### config.mk
export PLATFORM = sky130hd
export DESIGN_NAME = sum_accumulator
export DESIGN_NICKNAME = d
export VERILOG_FILES = /design/src/rtl/sum_accumulator.sv
export SDC_FILE = /design/constraint.sdc
export NUM_CORES = 1
export LEC_CHECK = 0
export ABC_AREA = 0
export BUFFER_PORTS_ARGS = -buffer_cell sky130_fd_sc_hd__buf_2
export CORE_ASPECT_RATIO = 0.7
export CORE_MARGIN = 4
export CORE_UTILIZATION = 37
export CTS_BUF_LIST = sky130_fd_sc_hd__clkbuf_2 sky130_fd_sc_hd__clkbuf_4 sky130_fd_sc_hd__clkbuf_8
export DETAILED_ROUTE_END_ITERATION = 12
export PLACE_DENSITY = 0.59
export SYNTH_ARGS = -nofsm -noshare
export SYNTH_HDL_FRONTEND = slang
export SYNTH_SLANG_ARGS = --single-unit
### constraint.sdc
create_clock -name clk -period 2.01 [get_ports clk]
set_input_delay 0 -clock clk [delete_from_list [all_inputs] [get_ports clk]]
set_output_delay 0 -clock clk [all_outputs]
set_load 0.03 [all_outputs]
### src/rtl/sum_accumulator.sv
// Frame accumulator: sums FRAME_LEN accepted samples, then holds the total until the sink takes it.
// Optional SUM_ACC_SAT_EN clamps the running total to all-ones on overflow instead of wrapping.
module sum_accumulator #(
    parameter int unsigned DATA_W    = 8,
    parameter int unsigned FRAME_LEN = 4,
    parameter int unsigned ACC_W     = 16
) (
    input  logic              clk,
    input  logic              rst,
    input  logic              in_valid,
    output logic              in_ready,
    input  logic [DATA_W-1:0] sum_in,
    input  logic              flush,
    output logic              out_valid,
    input  logic              out_ready,
    output logic [ACC_W-1:0]  out_data,
    output logic              out_ovf,
    output logic [7:0]        frame_cnt
);

    localparam int unsigned CNT_W = 8;

    typedef enum logic {
        ACCUM = 1'b0,
        HOLD  = 1'b1
    } state_e;

    state_e             state_q, state_d;
    logic [ACC_W-1:0]   acc_q, acc_d;
    logic               ovf_q, ovf_d;
    logic [CNT_W-1:0]   cnt_q, cnt_d;
    logic               out_valid_q, out_valid_d;
    logic [ACC_W-1:0]   out_data_q, out_data_d;
    logic               out_ovf_q, out_ovf_d;

    logic [ACC_W:0]     sum_ext;
    logic               ovf_any;
    logic [ACC_W-1:0]   acc_add;
    logic               last;

    // One extra bit captures the carry out of the accumulator's MSB.
    assign sum_ext = {1'b0, acc_q} + (ACC_W+1)'(sum_in);
    assign ovf_any = ovf_q | sum_ext[ACC_W];
    assign last    = (cnt_q == CNT_W'(FRAME_LEN - 1));

`ifdef SUM_ACC_SAT_EN
    assign acc_add = ovf_any ? {ACC_W{1'b1}} : sum_ext[ACC_W-1:0];
`else
    assign acc_add = sum_ext[ACC_W-1:0];
`endif

    assign in_ready  = (state_q == ACCUM) & ~rst;
    assign out_valid = out_valid_q;
    assign out_data  = out_data_q;
    assign out_ovf   = out_ovf_q;
    assign frame_cnt = cnt_q;

    always_ff @(posedge clk or posedge rst) begin
        if (rst) begin
            state_q     <= ACCUM;
            acc_q       <= '0;
            ovf_q       <= 1'b0;
            cnt_q       <= '0;
            out_valid_q <= 1'b0;
            out_data_q  <= '0;
            out_ovf_q   <= 1'b0;
        end else begin
            state_q     <= state_d;
            acc_q       <= acc_d;
            ovf_q       <= ovf_d;
            cnt_q       <= cnt_d;
            out_valid_q <= out_valid_d;
            out_data_q  <= out_data_d;
            out_ovf_q   <= out_ovf_d;
        end
    end

    // Flush wins over a coincident sample; HOLD ignores both inputs until the sink handshakes.
    always_comb begin
        state_d     = state_q;
        acc_d       = acc_q;
        ovf_d       = ovf_q;
        cnt_d       = cnt_q;
        out_valid_d = out_valid_q;
        out_data_d  = out_data_q;
        out_ovf_d   = out_ovf_q;
        case (state_q)
            ACCUM: begin
                if (flush) begin
                    acc_d = '0;
                    ovf_d = 1'b0;
                    cnt_d = '0;
                end else if (in_valid) begin
                    if (last) begin
                        out_data_d  = acc_add;
                        out_ovf_d   = ovf_any;
                        out_valid_d = 1'b1;
                        acc_d       = '0;
                        ovf_d       = 1'b0;
                        cnt_d       = '0;
                        state_d     = HOLD;
                    end else begin
                        acc_d = acc_add;
                        ovf_d = ovf_any;
                        cnt_d = cnt_q + CNT_W'(1);
                    end
                end
            end
            HOLD: begin
                if (out_ready) begin
                    out_valid_d = 1'b0;
                    state_d     = ACCUM;
                end
            end
            default: state_d = ACCUM;
        endcase
    end

endmodule

Word-level counts from Yosys, hierarchy flattened
Index checks and enable logic that the tools add are counted.
{"block": "op_classes", "n_bitwise": 5, "n_eq_ne": 5, "add_sub_neg": 2, "mux": 19, "reduce_logical": 4}
{"cell": "2-to-1 mux 16 bit", "count": 3}
{"cell": "2-to-1 mux 8 bit", "count": 3}
{"cell": "adder 16 x 8 -> 17 bit", "count": 1}
{"cell": "2-to-1 mux 1 bit", "count": 11}
{"cell": "adder 8 x 1 -> 8 bit, second input constant", "count": 1}
{"cell": "equality test 8 x 2 -> 1 bit, second input constant", "count": 1}
{"cell": "inequality test 2 bit, second input constant", "count": 4}
{"cell": "AND reduction 4 bit", "count": 2}
{"cell": "case mux 1 bit (2 select lines)", "count": 2}
{"cell": "NOT 1 bit", "count": 3}
{"cell": "AND reduction 2 bit", "count": 1}
{"cell": "nonzero test 2 bit", "count": 1}
{"cell": "bitwise AND 1 bit", "count": 1}
{"cell": "bitwise OR 1 bit", "count": 1}
{"block": "word_totals", "ff_bits": 44, "out_inout_bits": 27}

Depth between registers and ports, before layout
Gate-level depths: netlist of run 1.
{"block": "logic_depth", "word_depth": 5, "ltp_mapped": 8, "mapped_depth_nobuf": 7}

Worst setup path after synthesis of run 1
OpenSTA, ideal clock, no wires.
{"block": "synth_path", "path_kind": "flip-flop to flip-flop", "startpoint": "reg cnt_q[0] (netlist: frame_cnt[0])", "endpoint": "reg acc_q[0]", "arrival_ns": 2.005, "stages_incl_launch_ff": 8, "period_less_slack_ns": 2.126, "required_time_ns": 1.889, "n_path_buf": 2, "path_slack_ns": -0.116, "path_cell_list": "dfrtp_1 > ha_1 > or4b_4 > nor4_4 > nor2b_1 > buf_2 > buf_2 > a22o_1"}
{"block": "synth_via", "elab_chain_cells": 4}
{"element": "start: declaration", "line": "31", "rtl": "logic [CNT_W-1:0] cnt_q, cnt_d;"}
{"element": "start signal: assignment", "line": "71", "rtl": "cnt_q <= cnt_d;"}
{"element": "equality test 8 x 2 -> 1 bit", "line": "44", "rtl": "assign last = (cnt_q == CNT_W'(FRAME_LEN - 1));"}
{"element": "2-to-1 mux 16 bit", "line": "94", "rtl": "if (last) begin"}
{"element": "2-to-1 mux 16 bit", "line": "93", "rtl": "end else if (in_valid) begin"}
{"element": "2-to-1 mux 16 bit", "line": "89", "rtl": "if (flush) begin"}
{"element": "end signal: assignment", "line": "61", "rtl": "acc_q <= '0;"}
{"element": "end signal: assignment", "line": "69", "rtl": "acc_q <= acc_d;"}
{"element": "end: declaration", "line": "29", "rtl": "logic [ACC_W-1:0] acc_q, acc_d;"}
Every way passes these cells. The select of a mux whose other input is x is not followed.
A chain may end at the register's enable or synchronous reset.

Worst setup path after layout of run 1
{"block": "layout_path", "startpoint": "reg cnt_q[1] (netlist: frame_cnt[1])", "endpoint": "reg out_data_q[0] (netlist: out_data[0])"}
{"block": "layout_via", "elab_chain_cells": 2}
{"element": "equality test 8 x 2 -> 1 bit", "line": "44"}
{"element": "AND reduction 4 bit (no line)"}
{"element": "end signal: assignment", "line": "73", "rtl": "out_data_q <= out_data_d;"}
{"element": "end: declaration", "line": "33", "rtl": "logic [ACC_W-1:0] out_data_q, out_data_d;"}
Every way passes these cells.

==> summary.md, run 1 <==
| Metric | Value |
|---|---|
| Number of enable flip-flop cells after synthesis | `0` |
| Vias in the first global route | `1779` |
| Final Util | `52.0%` |
| Post-synth cell types | `42` |
| Die height | `74.1 microns` |
| Least-Margin Pin Slew | `534 ps` |
| Tot GR Track Use | `14.3%` |
| Max clock buf depth | `2` |
| Crit path cell chain | `ha_4, or4b_4, nor4_4, buf_4, nand2_2, buf_4, mux2_2` |
| Share of cells above drive strength 1 | `38.4%` |
| Critical-path maximum fanout | `5` |
| DP Wirelength | `3.95 mm` |
| Status | `finished with violations` |
| Nets@finish | `314` |
| WP data required | `2200 ps` |
| Pin count of the biggest net entering global routing | `24` |
| Slew headroom | `64.3%` |
| Leak | `1.50 nW` |
| GRT Residual Overflow | `0` |
| Vias | `1917` |
| CTS Sinks | `44` |
| PwrDens | `763 nW/um^2` |
| VDD IR max | `0.261 mV` |
| Post-Syn Instances | `223` |
| Pint | `1.56 mW` |
| Synth warn | `0` |
| GP Congestion | `0.785` |
| Post-Route WL | `5.36 mm` |
| Initial antenna violation count | `0` |
| Seq pwr share | `43.7%` |
| Final ANT Viol Nets | `0` |
| Hold Fails Final Rpt | `0` |
| Most used cell, CP | `buf_4` |
| Iteration-0 DRC Markers | `59` |
| Fin cells | `367` |
| Commonest non-fill, non-tap cell in the layout | `dfrtp_1` |
| Synth Flop Type | `dfrtp_1` |
| Setup ws final | `-20.6 ps` |
| Number of synthesized register bits | `44` |
| Syn-to-layout area delta | `32.6%` |
| Sum Neg Setup Slack | `-77.6 ps` |
| Core region area | `5900 sq um` |
| Fmax | `492 MHz` |
| Post-DR vias/cell | `5.22` |
| Delay of the slowest critical-path stage | `480 ps` |
| Switching part of the total power | `33.4%` |
| FFs w/ async S/R, synth | `100%` |
| WHS | `85.0 ps` |
| Root Buffer Master | `clkbuf_8` |
| Final setup viols | `8` |
| Wire per inst | `14.6 microns` |
| Crit path time final | `2030 ps` |
| Dpl cells | `351` |
| Clock slew at reported path FFs | `80 ps` |
| Worst-Skew Late Latency | `300 ps` |
| Mean post-synth cell area | `10.4 sq um` |
| Die X | `102 microns` |
| Post-route DRC | `0` |
| Max Slew Vio Count | `0` |
| Max cap viols | `0` |
| Worst path arrival time | `2220 ps` |
| H-tree Lvls | `2` |
| Num CTS Buffers | `5` |
| Die area | `7590 sq um` |
| I/O pin count | `40` |
| Synthesized Nets | `246` |
| Row cnt | `23` |
| Period utilization | `101%` |
| Kind of critical path | `flip-flop to flip-flop` |
| Port Buffers | `39` |
| Pre-antenna DRT Iters | `4` |
| Failing checks | `negative setup slack` |
| Most frequent cells in the layout | `dfrtp_1 (42), buf_2 (39), nand2_1 (22), buf_4 (22), o21ai_1 (15)` |
| RSZ-0062 raised after global routing | `yes` |
| Initial Util | `39.2%` |
| TritonCTS clock tree | `built` |
| Combinational Power Share | `31.0%` |
| Clk network pwr share | `25.2%` |
| Critical Path Slowest Stage Cell | `or4b_4` |
| Inserted Diodes | `0` |
| Clock skew | `4.99 ps` |
| Hold crit path type | `input pin to flip-flop` |
| Post-synthesis cell area | `2310 sq um` |
| CP Launch Type | `flip-flop` |
| Worst Setup End Kind | `flip-flop` |
| Sequential area share after synthesis | `47.6%` |
| Layout fillers | `562` |
| First-pass GRT wire length | `8.60 mm` |
| Sw Pwr | `0.782 mW` |
| Placed Area | `2760 sq um` |
| Finished Cell Area | `3070 sq um` |
## per-layer routing
layer | share of wire [%] | global-route usage [%] | vias up
li1 | - | - | 946
met1 | 54 | 21.3 | 932
met2 | 42 | 21.0 | 32
met3 | 3.5 | 3.47 | 7
met4 | 0.88 | 3.49 | 0
met5 | 0 | 0 | -
## Yosys cell counts (6+ instances only)
master	instances	share of area [%]
ha_1	9	4.9
a22o_1	10	3.8
xor2_1	7	2.7
dfrtp_1	44	48
mux2_2	8	3.9
nor2_1	11	1.8
o21ai_1	13	2.8
a21o_1	7	2.3
nand3_1	6	1.3
xnor2_1	9	3.4
o21ai_0	11	2.4
a21oi_1	10	2.2
nand2_1	23	3.7
## metrics by stage
| step | setup WS, ps | power, mW |
|---|---|---|
| after global placement | -29.0 | 1.66 |
| after CTS | 2.38 | 2.28 |
| after floorplan | 23.0 | 1.46 |
| after global routing | -94.7 | 2.47 |
| final | -20.6 | 2.34 |
| after detailed placement | -85.2 | 1.67 |
## kinds of logic after synthesis
logic type	count (synthesis)	share of synthesized area, %
AOI/OAI and AO/OA	66	18.6
xor gates and xnor gates	16	6.06
adders and majority gates	10	5.74
buffers and inverters	12	2.49
DFF	44	47.6
muxes	9	4.33
and+or+nand+nor	66	15.2
## power by group through the flow
stage / registers [mW] / clock network, mW / logic [mW]
floorplan: 1.14 / 0 / 0.324
detailed placement: 1.04 / 0 / 0.634
global placement: 1.04 / 0 / 0.628
CTS: 1.02 / 0.605 / 0.658
global route: 1.03 / 0.636 / 0.799
finish: 1.02 / 0.590 / 0.726
## registers in the layout (all words and copies together) (netlist names)
name / count
acc_q: 16
out_data: 16
frame_cnt: 8
out_ovf: 1
out_valid: 1
ovf_q: 1
state_q: 1
## final cells by class
cell class                 count  area (sq um)  share of cell area [%]
multi-input combinational    167          1300                    42.4
sequential                    44          1100                    36.0
timing repair buffer          68           458                    14.9
tap                           75          93.8                    3.06
clock buffer                   6          82.6                    2.69
inverter                       5          18.8                   0.612
clock inverter                 2          10.0                   0.327
## path summary, 6_finish.rpt
kind / startpoint / cells after the start / end / slack [ps]
min in group asynchronous: rst / 3 / state_q / 210
min: flush / 4 / frame_cnt[2] / 90
max: frame_cnt[1] / 7 / out_data[0] / -20
max in group asynchronous: rst / 4 / acc_q[5] / 1230
min reg2reg: out_valid / 2 / out_valid / 490
max reg2reg: frame_cnt[1] / 7 / out_data[0] / -20
## critical path, delay by kind of cell, from the launching register on
family / cells / cell delay [ps]
DFF: 1 / 400
muxes: 1 / 270
adders and majority gates: 1 / 140
and+or+nand+nor: 3 / 780
buffers and inverters: 2 / 330
## what timing repair did
item | 4_1_cts | 5_1_grt
pin swaps | 3 | 12
endpoints found under the hold margin | 13 | 0
setup endpoints to repair | 10 | 28
buffers inserted | 1 | 5
resized for setup | 5 | 28
hold buffers | 2 | 0
No activity file was read; power rests on OpenSTA's default activity.
==> run 2, diff against run 1 <==
MAX_ROUTING_LAYER = met4   (was not set)
PLACE_DENSITY = not set   (was 0.59)
==> summary.md, run 2 (synthesized netlist as in run 1, its figures left out) <==
| Metric | Value |
|---|---|
| Seq pwr share | `40.5% (was 43.7%)` |
| CTS Sinks | `44 (unchanged)` |
| Layout fillers | `538 (was 562)` |
| Hold crit path type | `input pin to flip-flop (unchanged)` |
| GRT Residual Overflow | `0 (unchanged)` |
| Post-DR vias/cell | `5.20 (was 5.22)` |
| Worst-Skew Late Latency | `300 ps (about the same)` |
| Total power | `2.53 mW (was 2.34 mW)` |
| Leak | `1.54 nW (was 1.50 nW)` |
| Syn-to-layout area delta | `38.7% (was 32.6%)` |
| Sw Pwr | `0.795 mW (was 0.782 mW)` |
| Switching part of the total power | `31.5% (was 33.4%)` |
| Crit path time final | `2010 ps (was 2030 ps)` |
| Worst path arrival time | `2260 ps (was 2220 ps)` |
| Initial antenna violation count | `0 (unchanged)` |
| WHS | `80.1 ps (was 85.0 ps)` |
| Period utilization | `100% (was 101%)` |
| Core region area | `5900 sq um (unchanged)` |
| Fmax | `497 MHz (was 492 MHz)` |
| Post-route DRC | `0 (unchanged)` |
| WP data required | `2250 ps (was 2200 ps)` |
| Slew headroom | `59.3% (was 64.3%)` |
| Wire per inst | `15.5 microns (was 14.6 microns)` |
| Share of cells above drive strength 1 | `41.8% (was 38.4%)` |
| Most frequent cells in the layout | `dfrtp_1 (42), buf_2 (39), nand2_1 (21) (was dfrtp_1 (42), buf_2 (39), nand2_1 (22), buf_4 (22), o21ai_1 (15))` |
| DR WL met2 | `2.50 mm (was 2.23 mm)` |
| Worst reg2reg path endpoint | `acc_q[11] (was out_data[0])` |
| Iteration-0 DRC Markers | `80 (was 59)` |
| Worst Setup End Kind | `flip-flop (unchanged)` |
| Final setup viols | `1 (was 8)` |
| Vias in the first global route | `1808 (was 1779)` |
| Critical path startpoint | `acc_q[6] (was frame_cnt[1])` |
| Tot GR Track Use | `14.9% (was 14.3%)` |
| Max cap viols | `0 (unchanged)` |
| H-tree Lvls | `2 (unchanged)` |
| Hold Fails Final Rpt | `0 (unchanged)` |
| Reg2reg start | `acc_q[6] (was frame_cnt[1])` |
| I/O pin count | `40 (unchanged)` |
| Root Buffer Master | `clkbuf_8 (unchanged)` |
| WL met1 | `2.90 mm (was 2.89 mm)` |
| GP Congestion | `0.840 (was 0.785)` |
| CP Launch Type | `flip-flop (unchanged)` |
| Failing checks | `negative setup slack (unchanged)` |
| Post-Route WL | `5.69 mm (was 5.36 mm)` |
| Critical-path maximum fanout | `5 (unchanged)` |
| VDD IR max | `0.306 mV (was 0.261 mV)` |
| Clock slew at reported path FFs | `90 ps (was 80 ps)` |
| Port Buffers | `39 (unchanged)` |
| Kind of critical path | `flip-flop to flip-flop (unchanged)` |
| Die height | `74.1 microns (unchanged)` |
| Pre-antenna DRT Iters | `4 (unchanged)` |
| Vias | `1910 (was 1917)` |
| Num CTS Buffers | `5 (unchanged)` |
| Hold Path Origin | `sum_in[0] (was flush)` |
| DP Wirelength | `3.75 mm (was 3.95 mm)` |
| PwrDens | `788 nW/um^2 (was 763 nW/um^2)` |
| Pin count of the biggest net entering global routing | `38 (was 24)` |
| Status | `finished with violations (unchanged)` |
| Nets@finish | `314 (unchanged)` |
| Initial Util | `39.2% (unchanged)` |
| Pint | `1.73 mW (was 1.56 mW)` |
| First-pass GRT wire length | `8.71 mm (was 8.60 mm)` |
| Inserted Diodes | `0 (unchanged)` |
| RSZ-0062 raised after global routing | `yes (unchanged)` |
| Max clock buf depth | `2 (unchanged)` |
| Row cnt | `23 (unchanged)` |
| Setup ws final | `-1.61 ps (was -20.6 ps)` |
| Max Slew Vio Count | `0 (unchanged)` |
| Least-Margin Pin Slew | `608 ps (was 534 ps)` |
| Uppermost routed layer | `met4 (unchanged)` |
| Commonest non-fill, non-tap cell in the layout | `dfrtp_1 (unchanged)` |
| Final Util | `54.3% (was 52.0%)` |
| Pre-CTS setup slack | `-148 ps (was -85.2 ps)` |
| Wire length on met3 | `246 microns (was 188 microns)` |
| TritonCTS clock tree | `built (unchanged)` |
| R2R Setup Slk | `-2 ps (was -20 ps)` |
| Final ANT Viol Nets | `0 (unchanged)` |
| Clock skew | `9.28 ps (was 4.99 ps)` |
| Combinational Power Share | `29.5% (was 31.0%)` |
| Clk network pwr share | `29.9% (was 25.2%)` |
| Die X | `102 microns (unchanged)` |
| Die area | `7590 sq um (unchanged)` |
| Setup crit end | `acc_q[11] (was out_data[0])` |
| R2r worst-path depth | `6 (was 7)` |
## run 2: metrics by stage
stage	setup TNS, ps	cells	cell area [sq um]
finish	-1.61	367	3200
floorplan	0	223	2330
global placement	-292	348	2750
global route	-1780	367	3200
detailed placement	-752	348	2750
CTS	-40.9	358	2920
## run 2: worst min path at each step
stage	endpoint	slack, ps	depth (start not counted)
floorplan	state_q	100	1
CTS	acc_q[0]	70	3
global placement	state_q	-60	2
detailed placement	state_q	-60	2
finish	acc_q[0]	80	3
global route	acc_q[0]	90	3
## run 2: layer usage
| layer | vias up | GRT usage, % |
|---|---|---|
| met4 | 0 | 3.20 |
| met1 | 925 | 20.9 |
| met5 | - | - |
| met3 | 4 | 3.19 |
| met2 | 38 | 22.2 |
| li1 | 943 | - |
## run 2: final cells by class
class	instances	area, sq um	share of cell area, %
Clock buffer	7	96.3	3.01
Clock inverter	1	30.0	0.937
Inverter	5	18.8	0.586
Multi-Input combinational cell	167	1360	42.6
Sequential cell	44	1100	34.4
Tap cell	75	93.8	2.93
Timing Repair Buffer	68	498	15.5
## run 2: power groups by stage
stage | Sequential, mW | Combinational (mW) | Clock (mW)
floorplan | 1.14 | 0.324 | 0
global placement | 1.04 | 0.623 | 0
global route | 1.04 | 0.811 | 0.805
CTS | 1.02 | 0.649 | 0.769
detailed placement | 1.04 | 0.628 | 0
finish | 1.02 | 0.746 | 0.756
## run 2: worst max-delay path, stage by stage, from the launching register on
cell and delay, ps:
dfrtp_1 400, ha_1 310, and3_1 200, or3b_4 460, and2_4 200, nor4_2 260, a21o_1 120
## run 2: repair_timing
action,in CTS,in global routing
gates resized for setup,6,36
gates cloned,0,2
setup buffers,0,7
hold buffers,2,0
pin swaps,3,19
setup endpoints to repair,12,30
endpoints found under the hold margin,46,0
==> run 3, diff against run 2 <==
REMOVE_ABC_BUFFERS = 1   (was not set)
==> summary.md, run 3 (synthesized netlist as in run 1, its figures left out) <==
| Metric | Value |
|---|---|
| Status | `complete, no violations (was finished with violations)` |
| Clock slew at reported path FFs | `90 ps (about the same)` |
| Crit path cell chain | `ha_1, o211ai_1, or3b_4, and2_4, nor4_1, a21o_1 (was ha_1, and3_1, or3b_4, and2_4, nor4_2, a21o_1)` |
| Period utilization | `99.9% (was 100%)` |
| Placed Area | `2740 sq um (was 2750 sq um)` |
| Port Buffers | `39 (unchanged)` |
| CTS Sinks | `44 (unchanged)` |
| Switching part of the total power | `32.8% (was 31.5%)` |
| Least-Margin Pin Slew | `716 ps (was 608 ps)` |
| Delay of the slowest critical-path stage | `490 ps (was 460 ps)` |
| Final setup viols | `0 (was 1)` |
| Syn-to-layout area delta | `34.3% (was 38.7%)` |
| Hold Fails Final Rpt | `0 (unchanged)` |
| Post-Route WL | `5.64 mm (was 5.69 mm)` |
| PwrDens | `756 nW/um^2 (was 788 nW/um^2)` |
| Die height | `74.1 microns (unchanged)` |
| RSZ-0062 raised after global routing | `yes (unchanged)` |
| Row cnt | `23 (unchanged)` |
| Sw Pwr | `0.771 mW (was 0.795 mW)` |
| Share of cells above drive strength 1 | `39.5% (was 41.8%)` |
| H-tree Lvls | `2 (unchanged)` |
| Pin count of the biggest net entering global routing | `22 (was 38)` |
| Worst-Skew Late Latency | `300 ps (about the same)` |
| Dpl cells | `351 (was 348)` |
| Final Util | `52.6% (was 54.3%)` |
| Core region area | `5900 sq um (unchanged)` |
| Pint | `1.58 mW (was 1.73 mW)` |
| First-pass GRT wire length | `9.17 mm (was 8.71 mm)` |
| Initial antenna violation count | `0 (unchanged)` |
| Vias in the first global route | `1883 (was 1808)` |
| Vias | `1919 (was 1910)` |
| Leak | `1.52 nW (was 1.54 nW)` |
| Finished Cell Area | `3100 sq um (was 3200 sq um)` |
| Iteration-0 DRC Markers | `102 (was 80)` |
| Nets@finish | `313 (was 314)` |
| Pre-antenna DRT Iters | `4 (unchanged)` |
| Worst path arrival time | `2250 ps (was 2260 ps)` |
| Seq pwr share | `43.5% (was 40.5%)` |
| Layout fillers | `558 (was 538)` |
| Worst Setup End Kind | `flip-flop (unchanged)` |
| Max Slew Vio Count | `0 (unchanged)` |
| Wire per inst | `15.4 microns (was 15.5 microns)` |
| Fmax | `498 MHz (was 497 MHz)` |
| Crit path time final | `2010 ps (about the same)` |
| Root Buffer Master | `clkbuf_8 (unchanged)` |
| Initial Util | `39.2% (unchanged)` |
| Kind of critical path | `flip-flop to flip-flop (unchanged)` |
| Pre-CTS setup slack | `-128 ps (was -148 ps)` |
| Max cap viols | `0 (unchanged)` |
| Critical Path Slowest Stage Cell | `or3b_4 (unchanged)` |
| R2r worst-path depth | `6 (unchanged)` |
| Commonest non-fill, non-tap cell in the layout | `dfrtp_1 (unchanged)` |
| Die area | `7590 sq um (unchanged)` |
| Total power | `2.35 mW (was 2.53 mW)` |
| Hold crit path type | `input pin to flip-flop (unchanged)` |
| Clk network pwr share | `26.2% (was 29.9%)` |
| Inserted Diodes | `0 (unchanged)` |
| DP Wirelength | `3.95 mm (was 3.75 mm)` |
| VDD IR max | `0.463 mV (was 0.306 mV)` |
| Critical-path maximum fanout | `5 (unchanged)` |
| Sum Neg Setup Slack | `0 ps (was -1.61 ps)` |
| WHS | `81.1 ps (was 80.1 ps)` |
| GP Congestion | `0.768 (was 0.840)` |
| TritonCTS clock tree | `built (unchanged)` |
| Hold Path Depth | `4 (was 3)` |
| CP Launch Type | `flip-flop (unchanged)` |
| GRT Residual Overflow | `0 (unchanged)` |
| I/O pin count | `40 (unchanged)` |
| Setup ws final | `1.86 ps (was -1.61 ps)` |
| WP data required | `2250 ps (about the same)` |
| Final ANT Viol Nets | `0 (unchanged)` |
| Die X | `102 microns (unchanged)` |
| Tot GR Track Use | `15.8% (was 14.9%)` |
| Clock skew | `9.26 ps (was 9.28 ps)` |
| Fin cells | `366 (was 367)` |
| Max clock buf depth | `2 (unchanged)` |
| Slew headroom | `51.9% (was 59.3%)` |
| Post-route DRC | `0 (unchanged)` |
| Most frequent cells in the layout | `dfrtp_1 (44), buf_2 (39), nand2_1 (22) (was dfrtp_1 (42), buf_2 (39), nand2_1 (21))` |
| Combinational Power Share | `30.3% (was 29.5%)` |
| Num CTS Buffers | `5 (unchanged)` |
| Post-DR vias/cell | `5.24 (was 5.20)` |
[run 3: timing repair]
item / 4_1_cts / 5_1_grt
resized for setup: 9 / 26
gates cloned: 0 / 2
hold endpoints to repair: 19 / 0
pin swaps: 4 / 21
endpoints found under the setup margin: 18 / 33
buffers inserted: 0 / 3
hold buffers: 2 / 0
[run 3: worst max-delay path: cells and delay by family (launching register included)]
kind / cells / cell delay, ps
AOI/OAI and AO/OA: 2 / 250
adders and majority gates: 1 / 340
DFF: 1 / 390
and+or+nand+nor: 3 / 970
[run 3: power groups by stage]
stage	registers (mW)	logic [mW]	clock network [mW]
6_report	1.02	0.712	0.614
5_1_grt	1.04	0.782	0.662
4_1_cts	1.02	0.659	0.624
3_5_place_dp	1.03	0.634	0
3_3_place_gp	1.03	0.624	0
2_1_floorplan	1.13	0.317	0
[run 3: area by class of cell]
| cell class | instances | area, sq um | area share (%) |
|---|---|---|---|
| multi-input cells | 167 | 1320 | 42.4 |
| flip-flops and latches | 44 | 1100 | 35.5 |
| repair buffers | 67 | 478 | 15.4 |
| clock buffers | 8 | 97.6 | 3.14 |
| well taps | 75 | 93.8 | 3.02 |
| inverters | 5 | 18.8 | 0.605 |
[run 3: path summary, 6_finish.rpt]
check                             from      endpoint  slack, ps
min in group asynchronous          rst     acc_q[12]        290
setup / recovery              acc_q[2]     acc_q[13]          2
hold / removal                   flush  frame_cnt[6]         80
max in group asynchronous          rst      acc_q[6]       1140
hold reg to reg            out_data[9]   out_data[9]        480
setup reg to reg              acc_q[2]     acc_q[13]          2
[run 3: per-layer routing]
layer | wire length, microns | vias to the layer above | global-route usage [%]
met4 | 38 | 0 | 3.06
li1 | - | 945 | -
met1 | 2990 | 928 | 23.1
met5 | 0 | - | -
met2 | 2390 | 41 | 22.7
met3 | 218 | 5 | 3.37
